===== src/rtl/vga_frame_scheduler.sv =====
// vga_frame_scheduler
//
// Video timing and configuration scheduler for the VGA pattern generator.
// The block runs the pixel and line counters and decodes sync and blanking
// from them. It owns the pattern-configuration byte. A host write is held in
// a pending slot and moved into cfg_active only at the start of vertical
// blanking, so every visible frame uses one configuration. The block also
// keeps the per-frame animation state (frame counter, phase accumulator).
//
// Ports:
//   clk          pixel clock (25 MHz with the default timing)
//   rst          asynchronous, active-high reset
//   cfg_wr       single-cycle write strobe
//   cfg_data     configuration byte, sampled with cfg_wr
//   cfg_ack      one-cycle acknowledge, the cycle after a captured write
//   cfg_busy     a written byte is pending and not yet applied
//   cfg_active   configuration in force for the current frame
//   hpos, vpos   pixel / line counters
//   hsync, vsync active-low sync pulses, aligned with hpos/vpos
//   display_on   visible-region flag, aligned with hpos/vpos
//   frame_start  one-cycle pulse on the first pixel of each new frame
//   frame_count  frames since reset, wraps at 256
//   anim_phase   phase accumulator, += cfg_active[2:0] per frame unless paused
//
// The timing parameters default to 640x480 at 60 Hz (800x525 total).
module vga_frame_scheduler #(
    parameter int unsigned H_ACTIVE = 640,
    parameter int unsigned H_FP     = 16,
    parameter int unsigned H_SYNC   = 96,
    parameter int unsigned H_BP     = 48,
    parameter int unsigned V_ACTIVE = 480,
    parameter int unsigned V_FP     = 10,
    parameter int unsigned V_SYNC   = 2,
    parameter int unsigned V_BP     = 33
) (
    input  logic       clk,
    input  logic       rst,
    input  logic       cfg_wr,
    input  logic [7:0] cfg_data,
    output logic       cfg_ack,
    output logic       cfg_busy,
    output logic [7:0] cfg_active,
    output logic [9:0] hpos,
    output logic [9:0] vpos,
    output logic       hsync,
    output logic       vsync,
    output logic       display_on,
    output logic       frame_start,
    output logic [7:0] frame_count,
    output logic [7:0] anim_phase
);

    localparam int unsigned H_TOTAL = H_ACTIVE + H_FP + H_SYNC + H_BP;
    localparam int unsigned V_TOTAL = V_ACTIVE + V_FP + V_SYNC + V_BP;

    localparam logic [9:0] H_LAST       = 10'(H_TOTAL - 1);
    localparam logic [9:0] V_LAST       = 10'(V_TOTAL - 1);
    localparam logic [9:0] H_VIS        = 10'(H_ACTIVE);
    localparam logic [9:0] V_VIS        = 10'(V_ACTIVE);
    localparam logic [9:0] V_APPLY_LINE = 10'(V_ACTIVE - 1);
    localparam logic [9:0] H_SYNC_FIRST = 10'(H_ACTIVE + H_FP);
    localparam logic [9:0] H_SYNC_LAST  = 10'(H_ACTIVE + H_FP + H_SYNC - 1);
    localparam logic [9:0] V_SYNC_FIRST = 10'(V_ACTIVE + V_FP);
    localparam logic [9:0] V_SYNC_LAST  = 10'(V_ACTIVE + V_FP + V_SYNC - 1);

    typedef enum logic {
        StIdle,
        StPending
    } cfg_state_e;

    cfg_state_e state_q, state_d;

    logic [9:0] hpos_q, hpos_d;
    logic [9:0] vpos_q, vpos_d;
    logic [7:0] pending_q, pending_d;
    logic [7:0] cfg_active_q, cfg_active_d;
    logic       cfg_ack_q, cfg_ack_d;
    logic       frame_start_q, frame_start_d;
    logic [7:0] frame_count_q, frame_count_d;
    logic [7:0] anim_phase_q, anim_phase_d;

    logic line_end;
    logic apply_edge;
    logic frame_end;

    // Edge classification, all taken from the counter values before the edge.
    // apply_edge is (last pixel, last visible line) -> (0, first blank line).
    assign line_end   = (hpos_q == H_LAST);
    assign apply_edge = line_end && (vpos_q == V_APPLY_LINE);
    assign frame_end  = line_end && (vpos_q == V_LAST);

    // Pixel and line counters.
    always_comb begin
        hpos_d = hpos_q + 10'd1;
        vpos_d = vpos_q;
        if (line_end) begin
            hpos_d = 10'd0;
            vpos_d = (vpos_q == V_LAST) ? 10'd0 : vpos_q + 10'd1;
        end
    end

    // Config FSM. The apply consumes the pending byte from before the edge;
    // a write on the same edge is evaluated afterwards, so it re-arms PENDING
    // with the new byte and is applied at the following vblank.
    always_comb begin
        state_d      = state_q;
        pending_d    = pending_q;
        cfg_active_d = cfg_active_q;
        cfg_ack_d    = cfg_wr;

        if (apply_edge && (state_q == StPending)) begin
            cfg_active_d = pending_q;
            state_d      = StIdle;
        end

        if (cfg_wr) begin
            pending_d = cfg_data;
            state_d   = StPending;
        end
    end

    // Per-frame animation state. The apply edge never coincides with the
    // frame wrap, so cfg_active_q here is the config of the frame just shown.
    always_comb begin
        frame_start_d = frame_end;
        frame_count_d = frame_count_q;
        anim_phase_d  = anim_phase_q;
        if (frame_end) begin
            frame_count_d = frame_count_q + 8'd1;
            if (!cfg_active_q[7]) begin
                anim_phase_d = anim_phase_q + {5'd0, cfg_active_q[2:0]};
            end
        end
    end

    always_ff @(posedge clk or posedge rst) begin
        if (rst) begin
            hpos_q        <= 10'd0;
            vpos_q        <= 10'd0;
            state_q       <= StIdle;
            pending_q     <= 8'h00;
            cfg_active_q  <= 8'h00;
            cfg_ack_q     <= 1'b0;
            frame_start_q <= 1'b0;
            frame_count_q <= 8'd0;
            anim_phase_q  <= 8'd0;
        end else begin
            hpos_q        <= hpos_d;
            vpos_q        <= vpos_d;
            state_q       <= state_d;
            pending_q     <= pending_d;
            cfg_active_q  <= cfg_active_d;
            cfg_ack_q     <= cfg_ack_d;
            frame_start_q <= frame_start_d;
            frame_count_q <= frame_count_d;
            anim_phase_q  <= anim_phase_d;
        end
    end

    // Sync and blanking are plain decodes of the counter registers, so they
    // line up with hpos/vpos with no extra pipeline stage.
    assign hsync      = !((hpos_q >= H_SYNC_FIRST) && (hpos_q <= H_SYNC_LAST));
    assign vsync      = !((vpos_q >= V_SYNC_FIRST) && (vpos_q <= V_SYNC_LAST));
    assign display_on = (hpos_q < H_VIS) && (vpos_q < V_VIS);

    assign hpos        = hpos_q;
    assign vpos        = vpos_q;
    assign cfg_ack     = cfg_ack_q;
    assign cfg_busy    = (state_q == StPending);
    assign cfg_active  = cfg_active_q;
    assign frame_start = frame_start_q;
    assign frame_count = frame_count_q;
    assign anim_phase  = anim_phase_q;

endmodule


===== config.mk =====
export PLATFORM = sky130hd
export DESIGN_NAME = vga_frame_scheduler
export DESIGN_NICKNAME = d
export VERILOG_FILES = /design/src/rtl/vga_frame_scheduler.sv
export SDC_FILE = /design/constraint.sdc
export NUM_CORES = 1
export LEC_CHECK = 0
export ABC_CLOCK_PERIOD_IN_PS = 6500
export CAP_MARGIN = 0
export CORE_ASPECT_RATIO = 1.1
export CORE_UTILIZATION = 45
export DETAILED_ROUTE_END_ITERATION = 6
export GPL_TIMING_DRIVEN = 0
export PLACE_DENSITY = 0.73
export SLEW_MARGIN = 20
export SYNTH_ARGS = -nofsm -noshare
export SYNTH_HDL_FRONTEND = slang
export SYNTH_SLANG_ARGS = --single-unit

===== constraint.sdc =====
create_clock -name clk -period 6.5 [get_ports clk]
set_clock_uncertainty 0.15 [all_clocks]
set_input_delay 0.65 -clock clk [delete_from_list [all_inputs] [get_ports clk]]
set_output_delay 0.65 -clock clk [all_outputs]
set_load 0.02 [all_outputs]

==> results.ini <==
[global_routing]
grt_usage_pct = 17.2
grt_max_degree = 56
grt_pass1_vias = 1775
use_met2_pct = 28.5
grt.busiest_layer = met2
grt_pass1_wl_mm = 8.13
antenna_found_initial = 0
gr-usage-met3_pct = 3.64
overflow = 0
grtUsageMet1_pct = 22.4

[sta]
tns_ps = 0
tightest_slew_ps = 657
max_freq_mhz = 376
period_minus_slack_ps = 2660
setup_viol = 0
relSlewSlack_pct = 56.2
layout_setup_ws_ps = 3840
rsz0062_at_grt = no
min_period_over_period_pct = 41.0
final_max_slew_viol_count = 0
finalHoldViolCount = 0

[setup_path]
r2r_cells = 5
cp_max_fo = 7
required_ps = 5700
critPathKind = register to primary output
cp-start-kind = register
cp.arrival_ps = 1860
endpoint_kind = primary output

[floorplan]
die_w_um = 74.8
die_area_sq_um = 6150
start_util_pct = 47.7
fp.dieH_um = 82.1
fp-row-count = 28
io-pin-count = 61
fp.coreArea_sq_um = 5500

[placement]
routabilityCongestion = 0.795
io_buffers = 60
preCtsSetupSlack_ps = 3940
dpl.cell_count = 361
hpwlAfterDp_mm = 3.54

[yosys]
synth.distinct_cells = 40
yosys_warnings = 0
synth_largest_area_cell = dfrtp_1
synth_common_cells = dfrtp_1, mux2_2, xor2_1, nand2_1, nand3_1
synthCells = 226
ys_dominant_reg_cell = dfrtp_1
avgSynthCellArea_sq_um = 11.6
syn-num-nets = 247
synthTopCellsByArea = dfrtp_1, mux2_2, xor2_1, ha_1, nand3_1
syn-cell-area_sq_um = 2630
synth_seq_cells = 55
synth_edf_count = 0
synth_seq_area_share_pct = 52.4
yosysTopAreaCellShare_pct = 52.4
synth.most_common_cell = dfrtp_1
async_flop_share_pct = 100

[pwr]
p_per_area_nw_per_um2 = 165
leakagePower_nw = 1.50
p_total_w = 0.000564
peakVddDrop_mv = 0.0968

[final_layout]
layout.cells.non_filler = 369
post-route-util_pct = 62.1
syn_to_final_growth_pct = 30.2
nets = 314
final.fill_count = 475
antenna_cells = 0
drive_above_1_share_pct = 13.6

[detailed_routing]
vias_per_cell = 5.24
ant_nets = 0
route.detailed.drc = 0
totalWireLength_mm = 4.89
avgRoutedWirePerCell_um = 13.2
num_vias = 1934
drt-initial-drc-count = 61
dr.pass1.iters = 4

[min_path]
hold_path.class = register to register
hold_depth = 1

[run_status]
status = completed

[clock_network]
clk_latency_ps = 300
ctsHoldBuffers = 0
cts.clk_slew.worst_paths_ps = 90
cts_root_buf = clkbuf_8
cts_buffers = 5
cts_htree_levels = 2
cts_tree = built
cts_resized = 0
cts.sinks = 55
cts_buffer_depth = 2
post-cts-setup-buffer-count = 0

[job]
drv_cap = 0

-- worst max-delay path: stages, from the launching register on --
cell and delay (ps):
dfrtp_1 390, clkbuf_1 180, nor4b_1 320, o211ai_1 120
clkdlybuf4s50_1 550
-- area by class of cell --
class                      count  area (sq um)  share of cell area, %
buffer                         7          46.3                   1.35
clock buffer                   7          86.3                   2.53
clock inverter                 1          8.76                  0.256
inverter                      12          47.5                   1.39
multi-input combinational    152          1160                   33.9
sequential                    55          1380                   40.3
tap                           75          93.8                   2.75
timing repair buffer          60           601                   17.6
-- stage by stage --
stage                     hold slack [ps]  instance area, sq um
after floorplan                       327                  2630
after global placement                306                  3320
after detailed placement              315                  3320
after CTS                             328                  3420
after global routing                  345                  3420
final                                 328                  3420
-- cells by family (layout without fill, tap and decap cells) --
kind of cell | after synthesis | after routing | synth area share, %
flops | 55 | 55 | 52.4
compound gates | 19 | 19 | 4.48
buf+inv | 19 | 87 | 3.48
fa+ha+maj | 10 | 10 | 5.05
mux | 21 | 21 | 8.91
xor+xnor | 24 | 24 | 8.00
simple gates | 78 | 78 | 17.7
-- registers in the layout, summed over array words and instances, names as in the netlist --
name         count
anim_phase       8
cfg_ack          1
cfg_active       8
cfg_busy         1
frame_count      8
frame_start      1
hpos            10
pending_q        8
vpos            10
-- power breakdown --
part	total, W	leakage (nW)	switching, W	internal [W]
combinational	0.0000202	0.725	0.00000977	0.0000104
sequential	0.000349	0.728	0.00000217	0.000347
clock	0.000195	0.0484	0.000107	0.0000875
total	0.000564	1.50	0.000119	0.000445
-- final timing paths --
check | start | end | slack [ps]
max | vpos[2] | vsync | 3840
min | anim_phase[7] | anim_phase[7] | 330
max reg2reg | hpos[0] | cfg_active[0] | 3960
min reg2reg | anim_phase[7] | anim_phase[7] | 330
max in group asynchronous | rst | pending_q[2] | 5120
min in group asynchronous | rst | pending_q[4] | 630
-- cells in the final DEF, fill, tap and decap left out, types with 3 or more instances in the layout --
cell type,instances
clkbuf_1,4
clkdlybuf4s50_1,60
o21ai_0,7
a21oi_1,3
nor2_1,8
xor2_1,17
mux2_2,19
clkbuf_8,6
ha_1,9
xnor2_1,7
nand2_1,15
dfrtp_1,55
inv_1,11
nand3_1,14
nand4_1,4
or3_1,3
nor3_1,8
nor3_2,4
nor4_1,5
and3_1,3
-- metal layers --
metal / share of wire, % / vias to the layer above / wire (um)
met5: 0 / - / 0
met4: 0.31 / 0 / 15
met3: 5.2 / 2 / 255
met2: 49 / 52 / 2400
met1: 45 / 957 / 2210
li1: - / 923 / -
Power figures use the tool's default switching activity.
